[src/rtl/stream_pkg.sv]
// Shared byte-stream constants for the video ES path: start-code prefix bytes,
// well-known MPEG code values and the scanner FSM state type.
package stream_pkg;
  localparam int BYTE_W = 8;

  localparam logic [BYTE_W-1:0] SC_PFX_ZERO = 8'h00;
  localparam logic [BYTE_W-1:0] SC_PFX_ONE  = 8'h01;

  localparam logic [BYTE_W-1:0] PICTURE_SC = 8'h00;
  localparam logic [BYTE_W-1:0] SEQ_HDR_SC = 8'hB3;
  localparam logic [BYTE_W-1:0] SEQ_END_SC = 8'hB7;
  localparam logic [BYTE_W-1:0] SLICE_MIN  = 8'h01;
  localparam logic [BYTE_W-1:0] SLICE_MAX  = 8'hAF;

  typedef enum logic {ST_SCAN, ST_CODE} sc_state_t;
endpackage

[src/rtl/sc_delay_line.sv]
// Two-entry byte shift register with per-entry valid. Kill empties both
// entries and takes priority over a shift; a shift may insert a bubble.
module sc_delay_line
  import stream_pkg::*;
(
  input  logic              clk,
  input  logic              rst_n,
  input  logic              i_shift,
  input  logic              i_kill,
  input  logic              i_ins_v,
  input  logic [BYTE_W-1:0] i_ins_d,
  output logic [BYTE_W-1:0] o_s0,
  output logic              o_s0_v,
  output logic [BYTE_W-1:0] o_s1,
  output logic              o_s1_v
);
  logic [BYTE_W-1:0] r_s0, r_s1;
  logic              r_s0_v, r_s1_v;

  always_ff @(posedge clk or negedge rst_n) begin
    if (!rst_n) begin
      r_s0   <= '0;
      r_s1   <= '0;
      r_s0_v <= 1'b0;
      r_s1_v <= 1'b0;
    end else if (i_kill) begin
      r_s0_v <= 1'b0;
      r_s1_v <= 1'b0;
    end else if (i_shift) begin
      r_s1   <= r_s0;
      r_s1_v <= r_s0_v;
      r_s0   <= i_ins_d;
      r_s0_v <= i_ins_v;
    end
  end

  assign o_s0   = r_s0;
  assign o_s0_v = r_s0_v;
  assign o_s1   = r_s1;
  assign o_s1_v = r_s1_v;
endmodule

[src/rtl/start_code_scanner.sv]
// Strips MPEG start codes (00 00 01 xx) from the video ES byte stream, passing
// payload through a 2-entry delay line and reporting each code on a side channel.
module start_code_scanner
  import stream_pkg::*;
#(
  parameter int CNT_W = 16
) (
  input  logic              clk,
  input  logic              rst,
  input  logic [BYTE_W-1:0] vid_in,
  input  logic              vid_in_en,
  input  logic              flush,
  output logic [BYTE_W-1:0] data_out,
  output logic              data_out_en,
  output logic [BYTE_W-1:0] start_code,
  output logic              start_code_valid,
  output logic [CNT_W-1:0]  unit_bytes,
  output logic              busy
);
  sc_state_t         r_state, w_state_nxt;
  logic [1:0]        r_drain;
  logic [CNT_W-1:0]  r_cnt, w_cnt_inc;
  logic [BYTE_W-1:0] w_s0, w_s1;
  logic              w_s0_v, w_s1_v;
  logic              w_in_scan, w_prefix, w_shift, w_code_take, w_emit;

  sc_delay_line u_dly (
    .clk     (clk),
    .rst_n   (rst),
    .i_shift (w_shift),
    .i_kill  (w_prefix),
    .i_ins_v (w_in_scan),
    .i_ins_d (vid_in),
    .o_s0    (w_s0),
    .o_s0_v  (w_s0_v),
    .o_s1    (w_s1),
    .o_s1_v  (w_s1_v)
  );

  always_ff @(posedge clk or negedge rst) begin
    if (!rst) r_state <= ST_SCAN;
    else      r_state <= w_state_nxt;
  end

  // The 01 completing a prefix kills the two buffered zeros instead of shifting.
  always_comb begin
    w_state_nxt = r_state;
    w_in_scan   = vid_in_en && (r_state == ST_SCAN);
    w_prefix    = w_in_scan && (vid_in == SC_PFX_ONE) && w_s0_v && w_s1_v &&
                  (w_s0 == SC_PFX_ZERO) && (w_s1 == SC_PFX_ZERO);
    w_code_take = vid_in_en && (r_state == ST_CODE);
    w_shift     = (w_in_scan && !w_prefix) || (r_drain != 2'd0);
    case (r_state)
      ST_SCAN: if (w_prefix) w_state_nxt = ST_CODE;
      ST_CODE: if (vid_in_en || flush) w_state_nxt = ST_SCAN;
      default: w_state_nxt = ST_SCAN;
    endcase
  end

  assign w_emit    = w_shift && w_s1_v;
  assign w_cnt_inc = (w_emit && (r_cnt != '1)) ? r_cnt + CNT_W'(1) : r_cnt;

  always_ff @(posedge clk or negedge rst) begin
    if (!rst) begin
      data_out         <= '0;
      data_out_en      <= 1'b0;
      start_code       <= '0;
      start_code_valid <= 1'b0;
      unit_bytes       <= '0;
      r_cnt            <= '0;
      r_drain          <= 2'd0;
    end else begin
      data_out_en      <= w_emit;
      start_code_valid <= w_code_take;
      if (w_emit) data_out <= w_s1;
      // A byte leaving in the same cycle as the code belongs to the closing unit.
      if (w_code_take) begin
        start_code <= vid_in;
        unit_bytes <= w_cnt_inc;
        r_cnt      <= '0;
      end else begin
        r_cnt <= w_cnt_inc;
      end
      if (flush)                          r_drain <= 2'd2;
      else if (w_shift && r_drain != 2'd0) r_drain <= r_drain - 2'd1;
    end
  end

  assign busy = w_s0_v || w_s1_v;
endmodule

[config.mk]
export PLATFORM = sky130hd
export DESIGN_NAME = start_code_scanner
export DESIGN_NICKNAME = d
export VERILOG_FILES = /design/src/rtl/stream_pkg.sv /design/src/rtl/sc_delay_line.sv /design/src/rtl/start_code_scanner.sv
export SDC_FILE = /design/constraint.sdc
export NUM_CORES = 1
export LEC_CHECK = 0
export ABC_AREA = 1
export BUFFER_PORTS_ARGS = -buffer_cell sky130_fd_sc_hd__buf_2
export CAP_MARGIN = 5
export CELL_PAD_IN_SITES_DETAIL_PLACEMENT = 1
export CELL_PAD_IN_SITES_GLOBAL_PLACEMENT = 1
export CORE_MARGIN = 1
export CORE_UTILIZATION = 47
export CTS_BUF_LIST = sky130_fd_sc_hd__clkbuf_8
export CTS_CLUSTER_DIAMETER = 150
export CTS_CLUSTER_SIZE = 12
export DETAILED_ROUTE_END_ITERATION = 12
export PLACE_DENSITY = 0.95
export SLEW_MARGIN = 10
export SYNTH_ARGS = -nofsm -noshare
export SYNTH_HDL_FRONTEND = slang
export SYNTH_SLANG_ARGS = --single-unit
[constraint.sdc]
create_clock -name clk -period 2.4 [get_ports clk]
set_input_delay 0.24 -clock clk [delete_from_list [all_inputs] [get_ports clk]]
set_output_delay 0.24 -clock clk [all_outputs]
set_load 0.005 [all_outputs]
==> results of run 1 <==
## synth_stat cells, types with 2 or more instances
cell type / n / area share (%)
o21ai_0: 35 / 5.3
buf_2: 4 / 0.61
a21oi_1: 12 / 1.8
nand2_1: 153 / 17
ha_1: 2 / 0.76
buf_6: 2 / 0.68
nand3_1: 24 / 3.6
buf_1: 2 / 0.23
clkbuf_1: 7 / 0.80
dfrtp_1: 71 / 54
nor2_1: 32 / 3.6
nand4_1: 16 / 3.0
inv_1: 59 / 6.7
## worst max-delay path by stage
| stage | startpoint | end | slack (ns) | cells past startpoint |
|---|---|---|---|---|
| 3_5_place_dp | r_state | data_out[4] | 0.19 | 11 |
| 5_1_grt | r_state | u_dly.o_s0[6] | 0.03 | 12 |
| 6_report | r_state | u_dly.o_s0[6] | 0.26 | 12 |
| 3_3_place_gp | r_state | unit_bytes[8] | 0.32 | 13 |
| 2_1_floorplan | r_state | unit_bytes[10] | 0.84 | 14 |
| 4_1_cts | r_state | data_out[7] | 0.05 | 11 |
## worst max-delay path, delay by kind of cell, from the launching register on
family / cells / cell delay [ns]
simple gates: 9 / 1.15
flops: 1 / 0.39
buf+inv: 2 / 0.38
compound gates: 1 / 0.12
## per-layer routing
layer	up-vias	wire [microns]	track usage (%)
li1	1420	-	-
met1	1584	4491	38.67
met2	106	5121	49.75
met3	26	462	5.871
met4	0	279	13.79
met5	-	0	0
## area by class of cell
| class | instances | area (sq um) | share of cell area (%) |
|---|---|---|---|
| Clock inverter | 5 | 127.6 | 3.249 |
| Clock buffer | 11 | 151.4 | 3.855 |
| Inverter | 59 | 221.5 | 5.639 |
| Sequential cell | 71 | 1777 | 45.24 |
| Timing Repair Buffer | 54 | 305.3 | 7.773 |
| Tap cell | 96 | 120.1 | 3.058 |
| Multi-Input combinational cell | 280 | 1225 | 31.19 |
## state kept, by name, indices dropped and copies added, names as in the netlist
register and cells:
r_cnt 16, unit_bytes 16, data_out 8, start_code 8, u_dly.o_s0 8, u_dly.o_s1 8
r_drain 2, data_out_en 1, r_state 1, start_code_valid 1, u_dly.o_s0_v 1, u_dly.o_s1_v 1
## per-stage QoR
step | power, mW | cell area [sq um]
floorplan | 2.123 | 3299
global placement | 2.340 | 3633
detailed placement | 2.449 | 3633
CTS | 3.835 | 3923
global route | 4.024 | 3928
finish | 3.849 | 3928
## kinds of logic after synthesis
family          after synthesis
xor+xnor                      1
flops                        71
simple gates                227
compound gates               50
buf+inv                      75
fa+ha+maj                     2
## power by group through the flow
stage	Combinational, mW	Clock (mW)	Sequential, mW
finish	0.888	1.34	1.62
detailed placement	0.827	0	1.62
global placement	0.738	0	1.60
CTS	0.882	1.34	1.61
global route	1.01	1.38	1.64
floorplan	0.539	0	1.58
## timing repair
item | 4_1_cts | 5_1_grt
hold buffers | 1 | 0
buffers inserted | 0 | 0
hold endpoints to repair | 20 | 0
setup endpoints to repair | 0 | 48
resized for setup | 0 | 2
## cell usage in the layout, fill, tap and decap left out
master,netlist,layout
nand2_2,0,2
o21ai_1,1,1
buf_2,4,46
xor2_1,1,1
o21ai_0,35,35
o31ai_1,1,1
clkinvlp_4,0,1
inv_1,59,59
ha_1,2,2
nor2_1,32,32
dlygate4sd3_1,0,1
a21oi_1,12,12
nand4_2,1,1
bufinv_16,0,4
buf_4,0,6
nand3_1,24,24
nand2_1,153,151
dfrtp_1,71,71
clkbuf_8,0,11
o22ai_1,1,1
nand4_1,16,16
nor3_1,1,1
buf_12,0,1
==> results.toml, run 1 <==
[status]
status = "finished, final reports clean"

[logic_synthesis]
muxShareOfSynthArea_pct = 0
synth_ff_type = "dfrtp_1"
synthArstFlopShare_pct = 100.0
synth_area_per_cell_sq_um = 7.745
synthesis.nets = 440
ys_warn_count = 0
synth_compound_area_share_pct = 7.698
synthDistinctLibCells = 20
synth_top_family_by_area = "simple AND/OR/NAND/NOR gates"
synth_edf_count = 0
synth_xor_xnor_area_share_pct = 0.2655
yosys.area_share.adder_pct = 0.7584
synth-simple-area-share_pct = 28.25
ys_seq_area_share_pct = 53.85
postSynthRegisterBits = 71
netlist_instances = 426
syn-cell-area_sq_mm = 0.003299

[placement]
portBuffers = 46
placedCellCount = 559
dp_hpwl_microns = 6136
pre_cts_ws_ns = 0.1876
gp_congestion = 0.7573

[setup_path]
reg2reg_from = "r_state"
crit_path_max_incr_delay_ns = 0.39
r2r.worst_path.cells = 12
crit_chain = "inv_1, nand2_1, nor2_1, nand2_1, nor2_1, nand2_1, nand2_1, nand2_2, nand2_1, buf_4, nand2_1, o21ai_0"
critPathKind = "reg2reg"
end_kind = "flop"
cp.arrival_ns = 2.40
critPathMaxFanout = 33
slowest_stage = "dfrtp_1"
reg2reg_slack_ns = 0.26
worstReg2RegEnd = "u_dly.o_s0[6]"
cp-start-kind = "flop"
critPathRequiredTime_ns = 2.66
crit_top_cell = "nand2_1"

[clocking]
clockBufferDepth = 2
cts_buffers = 9
clock_latency_ns = 0.35
numClockSinks = 71
ctsRootBufferMaster = "clkbuf_8"
cts_tree = "done"
h-tree-depth = 3
path_clk_slew_ns = 0.08

[floorplan]
die_h_microns = 85.79
die-area_sq_mm = 0.007359
core-area_sq_mm = 0.006794
io_pins = 47
initial_core_util_pct = 48.56
die_w_microns = 85.79
fp-row-count = 30

[power]
power_frac_comb_pct = 23.1
p_sw_share_pct = 33.23
p_sw_mw = 1.279
share_seq_of_total_power_pct = 42.1
irDropWorstVdd_mv = 0.5980
intPower_mw = 2.570
cellLeakagePower_nw = 2.165
p_clk_share_pct = 34.9
power_density_mw_per_mm2 = 980.0

[global_routing]
grt_max_degree = 34
antenna_found_initial = 0
grt_pass1_vias = 3345
grt_overflow_total = 0
grt_pass1_wl_microns = 16910
track_usage_pct = 30.19

[sta]
min_period_ns = 2.142
relSlewSlack_pct = 62.37
fmax_ghz = 0.4669
whs_ns = 0.09675
post-route-period-util_pct = 89.24
slew_viol_final = 0
timing_worst_slew_pin_value_ns = 0.5644
hold_violations = 0
setup_viol = 0
setup_slack_ns = 0.2583
rsz0062_at_grt = "false"
skew_ns = 0.009927
fin_tns_setup_ns = 0

[drt]
wire_per_inst_microns = 17.98
dr.pass1.iters = 5
dr.first_iter.drc_count = 167
postRouteAntennaNets = 0
drc = 0
routed_wl_microns = 10350
vias = 3136
vias_per_cell = 5.444

[min_path]
min-delay-start = "flush"
whs_path_depth = 2
min_path_type = "in2reg"
whs_endpoint = "r_drain[0]"

[finish]
fin_util_pct = 57.81
n_fill_cell = 851
layout-drive-gt1-share_pct = 15.00
nNetsFinal = 489
stdcell_count = 576
areaGrowthSynthToFinish_pct = 19.04
n_antenna_cell = 0

[flow_run]
drv_cap = 0
No activity file was read; power rests on OpenSTA's default activity.
==> inputs of run 2 (changes only) <==
--- a/config.mk
+++ b/config.mk
@@ -17,6 +17,7 @@
 export CTS_CLUSTER_SIZE = 12
 export DETAILED_ROUTE_END_ITERATION = 12
 export PLACE_DENSITY = 0.95
+export RECOVER_POWER = 25
 export SLEW_MARGIN = 10
 export SYNTH_ARGS = -nofsm -noshare
 export SYNTH_HDL_FRONTEND = slang
==> results.toml, run 2 (synthesized netlist as in run 1, its figures left out) <==
[status]
status = "finished, final reports clean"

[sta]
relSlewSlack_pct = 1.039
skew_ns = 0.009894
setup_slack_ns = 0.2426
post-route-period-util_pct = 89.89
fin_tns_setup_ns = 0
timing_worst_slew_pin_value_ns = 1.484
slew_viol_final = 0
setup_viol = 0
hold_violations = 0
fmax_ghz = 0.4635
min_period_ns = 2.157
rsz0062_at_grt = "false"

[clocking]
post-cts-setup-buffers = 0
path_clk_slew_ns = 0.08
cts_buffers = 9
cts_tree = "done"
clockBufferDepth = 2
numClockSinks = 71
ctsRootBufferMaster = "clkbuf_8"
h-tree-depth = 3
clock_latency_ns = 0.35

[min_path]
whs_path_depth = 2
min_path_type = "in2reg"
min-delay-start = "flush"
whs_endpoint = "r_drain[0]"

[drt]
wire_per_inst_microns = 17.99
dr.first_iter.drc_count = 167
drc = 0
vias_per_cell = 5.438
dr.pass1.iters = 5
postRouteAntennaNets = 0
routed_wl_microns = 10360
vias = 3132

[global_routing]
grt_pass1_wl_microns = 16910
grt_overflow_total = 0
grt_pass1_vias = 3345
track_usage_pct = 30.19
grt_max_degree = 34
antenna_found_initial = 0

[flow_run]
drv_cap = 0

[setup_path]
crit_chain = "inv_1, nand2_1, nor2_1, nand2_1, nor2_1, nand2_1, nand2_1, nand2_2, buf_4, nand3_1, nand2_1, nand2_1, nor2_1"
crit_top_cell = "nand2_1"
slowest_stage = "dfrtp_1"
end_kind = "flop"
reg2reg_slack_ns = 0.24
critPathMaxFanout = 16
reg2reg_from = "r_state"
critPathKind = "reg2reg"
crit_path_max_incr_delay_ns = 0.39
r2r.worst_path.cells = 13
worstReg2RegEnd = "r_cnt[10]"
cp.arrival_ns = 2.33
critPathRequiredTime_ns = 2.57
cp-start-kind = "flop"
crit_start = "r_state"

[placement]
portBuffers = 46
placedCellCount = 559
dpl_cell_area_sq_mm = 0.003633
gp_congestion = 0.7573
dp_hpwl_microns = 6136
pre_cts_ws_ns = 0.1876

[finish]
n_antenna_cell = 0
areaGrowthSynthToFinish_pct = 18.85
mostFrequentLayoutCells = "151 x nand2_1, 71 x dfrtp_1, 59 x inv_1"
nNetsFinal = 489
layout-drive-gt1-share_pct = 14.37
design_area_sq_mm = 0.003921
top_regs = "r_cnt x16, unit_bytes x16"
fin_util_pct = 57.72
stdcell_count = 576
final_common_cell = "nand2_1"

[power]
power_density_mw_per_mm2 = 981.7
irDropWorstVdd_mv = 0.5980
cellLeakagePower_nw = 2.155

[floorplan]
io_pins = 47
die_h_microns = 85.79
initial_core_util_pct = 48.56
fp-row-count = 30
die_w_microns = 85.79
die-area_sq_mm = 0.007359
core-area_sq_mm = 0.006794
-- run 2: cell count changes in the layout (fill, tap and decap cells not counted), sizes merged --
cell,before,now
buf,53,50
clkbuf,11,14
-- run 2: worst max-delay path by stage --
| stage | slack, ns | end |
|---|---|---|
| after floorplan | 0.84 | unit_bytes[10] |
| after global placement | 0.32 | unit_bytes[8] |
| after detailed placement | 0.19 | data_out[4] |
| after CTS | 0.05 | data_out[7] |
| after global routing | 0.03 | u_dly.o_s0[6] |
| final | 0.24 | r_cnt[10] |
-- run 2: layer usage --
metal  vias to the layer above  GRT usage, %  part of all wire, %
li1                       1420             -                    -
met1                      1579         38.67                   44
met2                       107         49.75                   49
met3                        26         5.871                  4.4
met4                         0         13.79                  2.7
met5                         -             0                    0
-- run 2: per-stage QoR --
step / hold WS, ns / power [mW]
floorplan: -0.05559 / 2.123
global placement: 0.2467 / 2.340
detailed placement: 0.2555 / 2.449
CTS: 0.08954 / 3.835
global route: 0.1107 / 4.023
finish: 0.09682 / 3.849
-- run 2: report_power, final --
part	internal, mW	total, mW	switching, mW
sequential	1.43	1.62	0.189
clock	0.853	1.34	0.489
combinational	0.285	0.887	0.602
total	2.57	3.85	1.28
-- run 2: timing repair --
item,4_1_cts,5_1_grt
hold buffers,1,0
endpoints found under the hold margin,20,0
resized for setup,0,2
endpoints found under the setup margin,0,48
-- run 2: cell type report --
class	count	area, sq um
flip-flops and latches	71	1777
multi-input cells	280	1225
well taps	96	120.1
clock buffers	11	151.4
fillers	852	2873
clock inverters	5	127.6
inverters	59	221.5
repair buffers	54	299.0
-- run 2: critical path, delay by kind of cell, from the launching register on --
kind,cells,cell delay (ns)
flip-flops,1,0.39
buffers and inverters,2,0.39
AND/OR/NAND/NOR,11,1.19
==> inputs of run 3 (changes only) <==
--- a/config.mk
+++ b/config.mk
@@ -14,8 +14,9 @@
 export CORE_UTILIZATION = 47
 export CTS_BUF_LIST = sky130_fd_sc_hd__clkbuf_8
 export CTS_CLUSTER_DIAMETER = 150
-export CTS_CLUSTER_SIZE = 12
+export CTS_CLUSTER_SIZE = 28
 export DETAILED_ROUTE_END_ITERATION = 12
+export GPL_TIMING_DRIVEN = 0
 export PLACE_DENSITY = 0.95
 export RECOVER_POWER = 25
 export SLEW_MARGIN = 10
==> results.toml, run 3 (synthesized netlist as in run 1, its figures left out) <==
[floorplan]
initial_core_util_pct = 48.56
fp-row-count = 30
die_h_microns = 85.79
io_pins = 47
die-area_sq_mm = 0.007359
core-area_sq_mm = 0.006794
die_w_microns = 85.79

[min_path]
min_path_type = "in2reg"

[sta]
setup_viol = 0
hold_violations = 0
rsz0062_at_grt = "false"
setup_slack_ns = 0.3190
post-route-period-util_pct = 86.71
min_period_ns = 2.081
fmax_ghz = 0.4805
skew_ns = 0.01080
slew_viol_final = 0
timing_worst_slew_pin_value_ns = 1.342
fin_tns_setup_ns = 0
relSlewSlack_pct = 10.51

[global_routing]
antenna_found_initial = 0
track_usage_pct = 27.25
grt_pass1_wl_microns = 15360
grt_max_degree = 51
grt_overflow_total = 0
grt_pass1_vias = 3164

[setup_path]
crit_path_max_incr_delay_ns = 0.39
crit_start = "r_state"
reg2reg_slack_ns = 0.32
reg2reg_from = "r_state"
critPathMaxFanout = 10
end_kind = "flop"
cp-start-kind = "flop"
critPathRequiredTime_ns = 2.63
crit_chain = "inv_1, nand2_1, nor2_1, nand2_1, nor2_1, nand2_1, nand2_1, nand2_1, nand2_1, buf_2, nand2_1, o21ai_0"
crit_end = "u_dly.o_s0[3]"
cp.arrival_ns = 2.31
crit_top_cell = "nand2_1"
slowest_stage = "dfrtp_1"
r2r.worst_path.cells = 12
critPathKind = "reg2reg"
worstReg2RegEnd = "u_dly.o_s0[3]"

[power]
fin_total_pwr_mw = 3.593
cellLeakagePower_nw = 2.163
power_density_mw_per_mm2 = 917.5
irDropWorstVdd_mv = 0.4568

[clocking]
post-cts-setup-buffers = 0
clockBufferDepth = 2
cts_tree = "done"
cts_buffers = 9
numClockSinks = 71
cts_resized = 0
ctsRootBufferMaster = "clkbuf_8"
cts_hold_buf = 1
h-tree-depth = 3
clock_latency_ns = 0.36
path_clk_slew_ns = 0.08

[drt]
dr.pass1.iters = 4
vias_per_cell = 5.161
drc = 0
wire_per_inst_microns = 15.77
routed_wl_microns = 9223
postRouteAntennaNets = 0
dr.first_iter.drc_count = 153
vias = 3019

[status]
status = "finished, final reports clean"

[flow_run]
drv_cap = 0

[finish]
final_common_cell = "nand2_1"
layout-drive-gt1-share_pct = 14.11
top_regs = "r_cnt x16, unit_bytes x16"
n_antenna_cell = 0
mostFrequentLayoutCells = "153 x nand2_1, 71 x dfrtp_1, 59 x inv_1"
nNetsFinal = 499
areaGrowthSynthToFinish_pct = 18.70

[placement]
gp_congestion = 0.8234
pre_cts_ws_ns = 0.4635
portBuffers = 46
dp_hpwl_microns = 6289
-- run 3: cell types whose count changed in the layout (fill, tap and decap cells not counted), moves of 2 or more --
cell and change:
nand2_1 +2, buf_6 +2, buf_1 +2, buf_2 +5, bufinv_16 -2, nand2_2 -2
clkbuf_1 +5, buf_4 -5
-- run 3: layout make-up --
type	count	area [sq um]
Inverter	59	221.5
Fill cell	864	2878
Buffer	16	81.33
Clock buffer	12	165.2
Tap cell	96	120.1
Clock inverter	3	65.06
Sequential cell	71	1777
Multi-Input combinational cell	280	1220
Timing Repair Buffer	48	266.5
-- run 3: report_power, final --
group          switching (mW)  internal [mW]  total (mW)
Clock                   0.450          0.663        1.11
Combinational           0.579          0.301       0.880
Sequential              0.170           1.43        1.60
Total                    1.20           2.40        3.59
-- run 3: worst min-delay path by stage --
stage                from        endpoint  slack (ns)  cells past startpoint
detailed placement    rst  unit_bytes[14]        0.16                      1
CTS                 flush      r_drain[0]        0.07                      2
global route        flush      r_drain[0]        0.09                      2
global placement    flush      r_drain[0]        0.43                      2
floorplan             rst     data_out[0]       -0.06                      0
finish              flush      r_drain[0]        0.07                      2
-- run 3: per-layer routing --
metal	share of wire (%)	vias to the layer above	global-route usage, %	wire length (microns)
met5	0	-	0	0
met4	2.5	0	12.73	227
met3	4.1	18	3.754	375
met2	50	65	46.69	4577
met1	44	1487	34.25	4042
li1	-	1449	-	-
-- run 3: critical path, delay by kind of cell (launching register included) --
kind	cells	cell delay, ns
buffers and inverters	2	0.32
AO/OA/AOI/OAI	1	0.15
AND/OR/NAND/NOR	9	1.10
flip-flops	1	0.39
-- run 3: metrics by stage --
step | cell area, sq um | utilization [%] | hold WS (ns) | std cells
2_1_floorplan | 3299 | - | -0.05559 | 426
3_3_place_gp | 3650 | 53.72 | 0.4318 | 568
3_5_place_dp | 3680 | 54.16 | 0.1585 | 569
4_1_cts | 3920 | 57.70 | 0.07263 | 585
5_1_grt | 3916 | 57.64 | 0.08931 | 585
6_report | 3916 | 57.64 | 0.06785 | 585
